**src/rtl/btb_update_ctrl_pkg.sv**
```systemverilog
// Shared definitions for the BTB update sequencer: FSM encoding, queued
// update entry layout and the sequential-fetch increment.
package btb_update_ctrl_pkg;

    localparam logic [0:0] ST_IDLE  = 1'b0;
    localparam logic [0:0] ST_SWEEP = 1'b1;

    localparam logic [31:0] PC_INC = 32'd4;

    typedef struct packed {
        logic [31:0] pc;
        logic [31:0] target;
    } btb_entry_t;

endpackage

```
**src/rtl/btb_upd_fifo.sv**
```systemverilog
// Small synchronous FIFO of pending BTB writes; head is visible combinationally
// so the top can register it on the pop cycle.
module btb_upd_fifo
    import btb_update_ctrl_pkg::*;
#(
    parameter int DEPTH = 4,
    parameter int CW    = $clog2(DEPTH) + 1
) (
    input  logic          clk,
    input  logic          rst,
    input  logic          push_i,
    input  btb_entry_t    push_data_i,
    input  logic          pop_i,
    input  logic          clear_i,
    output btb_entry_t    head_o,
    output logic          full_o,
    output logic          empty_o,
    output logic [CW-1:0] count_o
);
    localparam int AW = $clog2(DEPTH);

    btb_entry_t    mem_q [DEPTH];
    logic [AW-1:0] wr_ptr_q, rd_ptr_q;
    logic [CW-1:0] count_q;
    logic          do_push, do_pop;

    assign full_o  = (count_q == CW'(DEPTH));
    assign empty_o = (count_q == '0);
    assign count_o = count_q;
    assign head_o  = mem_q[rd_ptr_q];

    assign do_push = push_i & ~full_o & ~clear_i;
    assign do_pop  = pop_i & ~empty_o & ~clear_i;

    // Storage carries no reset so it can map onto distributed RAM.
    always_ff @(posedge clk) begin
        if (do_push) begin
            mem_q[wr_ptr_q] <= push_data_i;
        end
    end

    always_ff @(posedge clk) begin
        if (rst || clear_i) begin
            wr_ptr_q <= '0;
            rd_ptr_q <= '0;
            count_q  <= '0;
        end else begin
            if (do_push) wr_ptr_q <= wr_ptr_q + AW'(1);
            if (do_pop)  rd_ptr_q <= rd_ptr_q + AW'(1);
            case ({do_push, do_pop})
                2'b10:   count_q <= count_q + CW'(1);
                2'b01:   count_q <= count_q - CW'(1);
                default: count_q <= count_q;
            endcase
        end
    end

endmodule

```
**src/rtl/btb_update_ctrl.sv**
```systemverilog
// Resolves EX branches against fetch predictions, emits redirects, queues and
// drains BTB writes, and runs the full-table invalidation sweep.
module btb_update_ctrl
    import btb_update_ctrl_pkg::*;
#(
    parameter int DEPTH = 4,
    parameter int IDX_W = 8
) (
    input  logic             clk,
    input  logic             rst,
    input  logic             ex_valid,
    input  logic             ex_taken,
    input  logic [31:0]      ex_pc,
    input  logic [31:0]      ex_target,
    input  logic             ex_pred_hit,
    input  logic [31:0]      ex_pred_target,
    input  logic             flush_req,
    output logic             stall_ex,
    output logic             mispredict,
    output logic [31:0]      redirect_pc,
    output logic             br_update,
    output logic [31:0]      pc_ex,
    output logic [31:0]      target_pc,
    output logic             btb_inv,
    output logic [IDX_W-1:0] inv_idx,
    output logic             sweep_busy
);
    localparam int CW = $clog2(DEPTH) + 1;

    logic [0:0]       state_q, state_d;
    logic [IDX_W-1:0] idx_q, idx_d;
    logic             mis_q, mis_d;
    logic [31:0]      redir_q, redir_d;
    logic             upd_q, upd_d;
    logic [31:0]      upd_pc_q, upd_pc_d;
    logic [31:0]      upd_tgt_q, upd_tgt_d;

    btb_entry_t    fifo_head, fifo_wdata;
    logic          fifo_full, fifo_empty, fifo_push, fifo_pop;
    logic [CW-1:0] fifo_count;

    logic accept, tgt_mismatch, wr_req, drain_ok, bypass;

    assign stall_ex     = fifo_full;
    assign accept       = ex_valid & ~stall_ex;
    assign tgt_mismatch = (ex_pred_target != ex_target);
    assign wr_req       = accept & ex_taken & (ex_pc[1:0] == 2'b00)
                        & (~ex_pred_hit | tgt_mismatch);

    // A write arriving at an empty idle queue skips the FIFO so it lands in N+1.
    assign drain_ok  = (state_q == ST_IDLE) & ~flush_req;
    assign bypass    = drain_ok & fifo_empty & wr_req;
    assign fifo_pop  = drain_ok & ~fifo_empty;
    assign fifo_push = wr_req & ~flush_req & ~bypass;
    assign fifo_wdata = '{pc: ex_pc, target: ex_target};

    btb_upd_fifo #(.DEPTH(DEPTH), .CW(CW)) u_fifo (
        .clk        (clk),
        .rst        (rst),
        .push_i     (fifo_push),
        .push_data_i(fifo_wdata),
        .pop_i      (fifo_pop),
        .clear_i    (flush_req),
        .head_o     (fifo_head),
        .full_o     (fifo_full),
        .empty_o    (fifo_empty),
        .count_o    (fifo_count)
    );

    always_comb begin
        mis_d     = accept & ((ex_taken & (~ex_pred_hit | tgt_mismatch))
                            | (~ex_taken & ex_pred_hit));
        redir_d   = redir_q;
        if (mis_d) redir_d = ex_taken ? ex_target : ex_pc + PC_INC;

        upd_d     = bypass | fifo_pop;
        upd_pc_d  = upd_pc_q;
        upd_tgt_d = upd_tgt_q;
        if (fifo_pop) begin
            upd_pc_d  = fifo_head.pc;
            upd_tgt_d = fifo_head.target;
        end else if (bypass) begin
            upd_pc_d  = ex_pc;
            upd_tgt_d = ex_target;
        end
    end

    always_comb begin
        state_d = state_q;
        idx_d   = idx_q;
        if (flush_req) begin
            state_d = ST_SWEEP;
            idx_d   = '0;
        end else if (state_q == ST_SWEEP) begin
            if (&idx_q) begin
                state_d = ST_IDLE;
                idx_d   = '0;
            end else begin
                idx_d = idx_q + IDX_W'(1);
            end
        end
    end

    always_ff @(posedge clk) begin
        if (rst) begin
            state_q   <= ST_IDLE;
            idx_q     <= '0;
            mis_q     <= 1'b0;
            redir_q   <= '0;
            upd_q     <= 1'b0;
            upd_pc_q  <= '0;
            upd_tgt_q <= '0;
        end else begin
            state_q   <= state_d;
            idx_q     <= idx_d;
            mis_q     <= mis_d;
            redir_q   <= redir_d;
            upd_q     <= upd_d;
            upd_pc_q  <= upd_pc_d;
            upd_tgt_q <= upd_tgt_d;
        end
    end

    assign mispredict  = mis_q;
    assign redirect_pc = redir_q;
    assign br_update   = upd_q;
    assign pc_ex       = upd_pc_q;
    assign target_pc   = upd_tgt_q;
    assign btb_inv     = (state_q == ST_SWEEP);
    assign sweep_busy  = (state_q == ST_SWEEP);
    assign inv_idx     = idx_q;

endmodule

```
**config.mk**
```make
export PLATFORM = sky130hd
export DESIGN_NAME = btb_update_ctrl
export DESIGN_NICKNAME = d
export VERILOG_FILES = /design/src/rtl/btb_update_ctrl_pkg.sv /design/src/rtl/btb_upd_fifo.sv /design/src/rtl/btb_update_ctrl.sv
export SDC_FILE = /design/constraint.sdc
export NUM_CORES = 1
export LEC_CHECK = 0
export CAP_MARGIN = 20
export CORE_UTILIZATION = 60
export CTS_CLUSTER_SIZE = 24
export DETAILED_ROUTE_END_ITERATION = 10
export MAX_ROUTING_LAYER = met4
export PLACE_DENSITY = 0.87
export RECOVER_POWER = 50
export SYNTH_ARGS = -nofsm -noshare
export SYNTH_HDL_FRONTEND = slang
export SYNTH_SLANG_ARGS = --single-unit
```
**constraint.sdc**
```tcl
create_clock -name clk -period 12.9 [get_ports clk]
set_clock_uncertainty 0.2 [all_clocks]
set_input_delay 3.225 -clock clk [delete_from_list [all_inputs] [get_ports clk]]
set_output_delay 3.225 -clock clk [all_outputs]
set_load 0.05 [all_outputs]
```
==> flow_summary.json <==
{
  "p_clk_share_pct": 41.9,
  "cp_max_fo": 62,
  "grt_pass1_wl_um": 62100,
  "combPwrFrac_pct": 7.9,
  "core.rowCount": 60,
  "fillers": 1638,
  "synth_xor_area_share_pct": 3.42,
  "period_needed_ps": 7100,
  "worstPathRequired_ps": 13090,
  "track_usage_pct": 30.1,
  "relSlewSlack_pct": -89.7,
  "worst_pin_slew_ps": 2840,
  "grt_overflow": 0,
  "finalSetupViolations": 0,
  "ant_nets": 0,
  "gp_congestion": 0.902,
  "antenna_found_initial": 2,
  "synthSimpleGateAreaFrac_pct": 9.70,
  "insertion_delay_ps": 540,
  "switching_share_pct": 23.3,
  "timing.final.max_slew_violations": 97,
  "ys_seq_elements": 372,
  "drt_iter0_markers": 1024,
  "endpoint_kind": "flip-flop",
  "max_cap_viol_count": 2,
  "ys.warnings.count": 0,
  "hold_violations": 0,
  "finalPower_mw": 2.58,
  "num_vias": 10724,
  "ys.flop_type": "edfxtp_1",
  "dieArea_sq_um": 28400,
  "p_seq_share_pct": 50.2,
  "wl_met2_um": 19900,
  "nets": 1475,
  "synthCells": 1169,
  "wl_per_cell_um": 23.2,
  "ctsResizeCount": 0,
  "r2r_slack_ps": 9300,
  "synth_edf_count": 256,
  "p_per_area_nw_per_um2": 128,
  "synth_mux_area_share_pct": 19.6,
  "syn_to_final_growth_pct": 21.0,
  "place_hpwl_um": 26500,
  "synthArstFlopShare_pct": 0,
  "grt_max_degree": 82,
  "synth_top_family_by_area": "multiplexers",
  "final_cell_area_sq_um": 20200,
  "period_share_pct": 55.1,
  "core_area_sq_um": 27100,
  "drt-total-wl_um": 41100,
  "cp-start-kind": "primary input",
  "met3_length_um": 3630,
  "seq_area_frac_synth_pct": 60.1,
  "die_h_um": 169,
  "drive_above_1_share_pct": 15.1,
  "outcome": "finished with violations",
  "start_util_pct": 61.5,
  "path_clk_slew_ps": 60,
  "cts-htree-levels": 2,
  "critical_path_class": "primary input to flip-flop",
  "io_pins": 211,
  "synth_fp_nets": 1279,
  "io_buffers": 210,
  "synth_compound_area_share_pct": 3.43,
  "cts_tree": "built",
  "synthAdderAreaFrac_pct": 0.646,
  "min_path_type": "flip-flop to flip-flop",
  "hold_ws_ps": 296,
  "cts_made_buffers": 39,
  "synth_area_sq_um": 16700,
  "post-cts-setup-buffers": 0,
  "dp.cells": 1696,
  "setup_tns_ps": 0,
  "die_w_um": 169,
  "clock_path_buffers": 3,
  "finalNonFillerCells": 1769,
  "power.switching_uw": 601,
  "drc": 0,
  "p_int_mw": 1.98,
  "top_layer": "met4",
  "violations": "max-capacitance violations, max-slew violations",
  "synthDistinctLibCells": 54,
  "ctsHoldBuffers": 0,
  "root_buffer": "clkbuf_16",
  "vdd_drop_max_v": 0.000131,
  "avgViaCountPerCell": 6.06,
  "dr.pass1.iters": 5,
  "clock_sinks": 372,
  "wirelength_met1_um": 16000,
  "leakage_nw": 7.26,
  "placed_cell_area_sq_um": 18900,
  "grt_pass1_vias": 10625,
  "rsz0062_at_grt": "false",
  "fmax_mhz": 141,
  "worstPathArrival_ps": 7290,
  "avgSynthCellArea_sq_um": 14.2
}
## layout by cell type (no fill, tap or decap), types with 4 or more instances in the layout
cell type	instances
and2_2	4
edfxtp_1	256
nor2_1	99
a21oi_1	31
clkbuf_16	40
and3_1	6
clkdlybuf4s50_1	41
o21ai_0	25
nor4_1	9
clkbuf_1	12
nor2b_1	66
a221o_1	4
mux4_2	64
nand3_1	20
dfxtp_1	114
nor3_1	8
nand2_1	55
dlygate4sd3_1	167
o211ai_1	7
a31oi_1	8
mux2i_1	91
buf_4	12
inv_1	29
ha_1	7
clkinv_2	11
nand4_1	23
nand2b_1	9
xnor2_1	31
xor2_1	34
mux2_4	59
## sequential cells by signal, indices dropped and copies added (netlist names), 2 cells and up, named ones only
register	count
u_fifo.mem_q	256
pc_ex	32
redirect_pc	32
target_pc	32
inv_idx	8
u_fifo.count_o	3
u_fifo.rd_ptr_q	2
u_fifo.wr_ptr_q	2
## critical path, cell delays in order
cell and delay [ps]:
clkbuf_1 1080, clkbuf_1 2090, nor2_1 370, o21ai_0 390, nor2_1 100
## synth_stat cells, drive strengths merged (25+ instances only)
library cell | n | area, sq um
o21ai | 25 | 125
a21oi | 31 | 155
buf | 27 | 248
inv | 29 | 109
nor2b | 66 | 413
edfxtp | 256 | 7690
mux2i | 91 | 911
nor2 | 99 | 372
clkbuf | 41 | 154
nand2 | 55 | 206
xor2 | 34 | 298
mux4 | 64 | 1440
xnor2 | 31 | 272
dfxtp | 116 | 2320
mux2 | 62 | 920
## final timing paths
path                              to  cells past startpoint            start
setup / recovery          inv_idx[3]                      5              rst
hold / removal       redirect_pc[16]                      2  redirect_pc[16]
setup reg to reg  u_fifo.mem_q[3][5]                      6          btb_inv
hold reg to reg      redirect_pc[16]                      2  redirect_pc[16]
## area by class of cell
class / instances / area (sq um) / share of cell area (%)
clock buffer: 52 / 1070 / 5.29
multi-input combinational: 700 / 6150 / 30.5
antenna: 2 / 5.00 / 0.0248
tap: 372 / 465 / 2.31
inverter: 29 / 109 / 0.540
sequential: 372 / 10000 / 49.7
clock inverter: 19 / 159 / 0.788
timing repair buffer: 223 / 2180 / 10.8
## power groups by stage
stage,combinational (mW),clock (mW),sequential (mW)
6_report,0.205,1.08,1.30
5_1_grt,0.216,1.14,1.30
4_1_cts,0.211,1.09,1.30
3_5_place_dp,0.209,0,1.32
3_3_place_gp,0.204,0,1.32
2_1_floorplan,0.0754,0,1.35
## metal layers
layer	up-vias	track usage (%)
met5	-	-
met4	0	12.0
met3	93	5.14
met2	573	47.4
met1	5325	39.3
li1	4733	-
## cells by family (layout without fill, tap and decap cells)
group | after synthesis | in the layout
AOI/OAI and AO/OA | 93 | 93
xor gates and xnor gates | 65 | 65
adders and majority gates | 8 | 8
buffers and inverters | 97 | 323
DFF | 372 | 372
muxes | 217 | 217
other | 0 | 2
and+or+nand+nor | 317 | 317
## per-stage QoR
stage	setup WS [ps]	utilization (%)
6_report	5800	74.4
5_1_grt	5440	74.4
4_1_cts	6150	74.4
2_1_floorplan	6480	-
3_3_place_gp	5750	69.9
3_5_place_dp	5640	69.9
(Power assumes the default switching activity.)
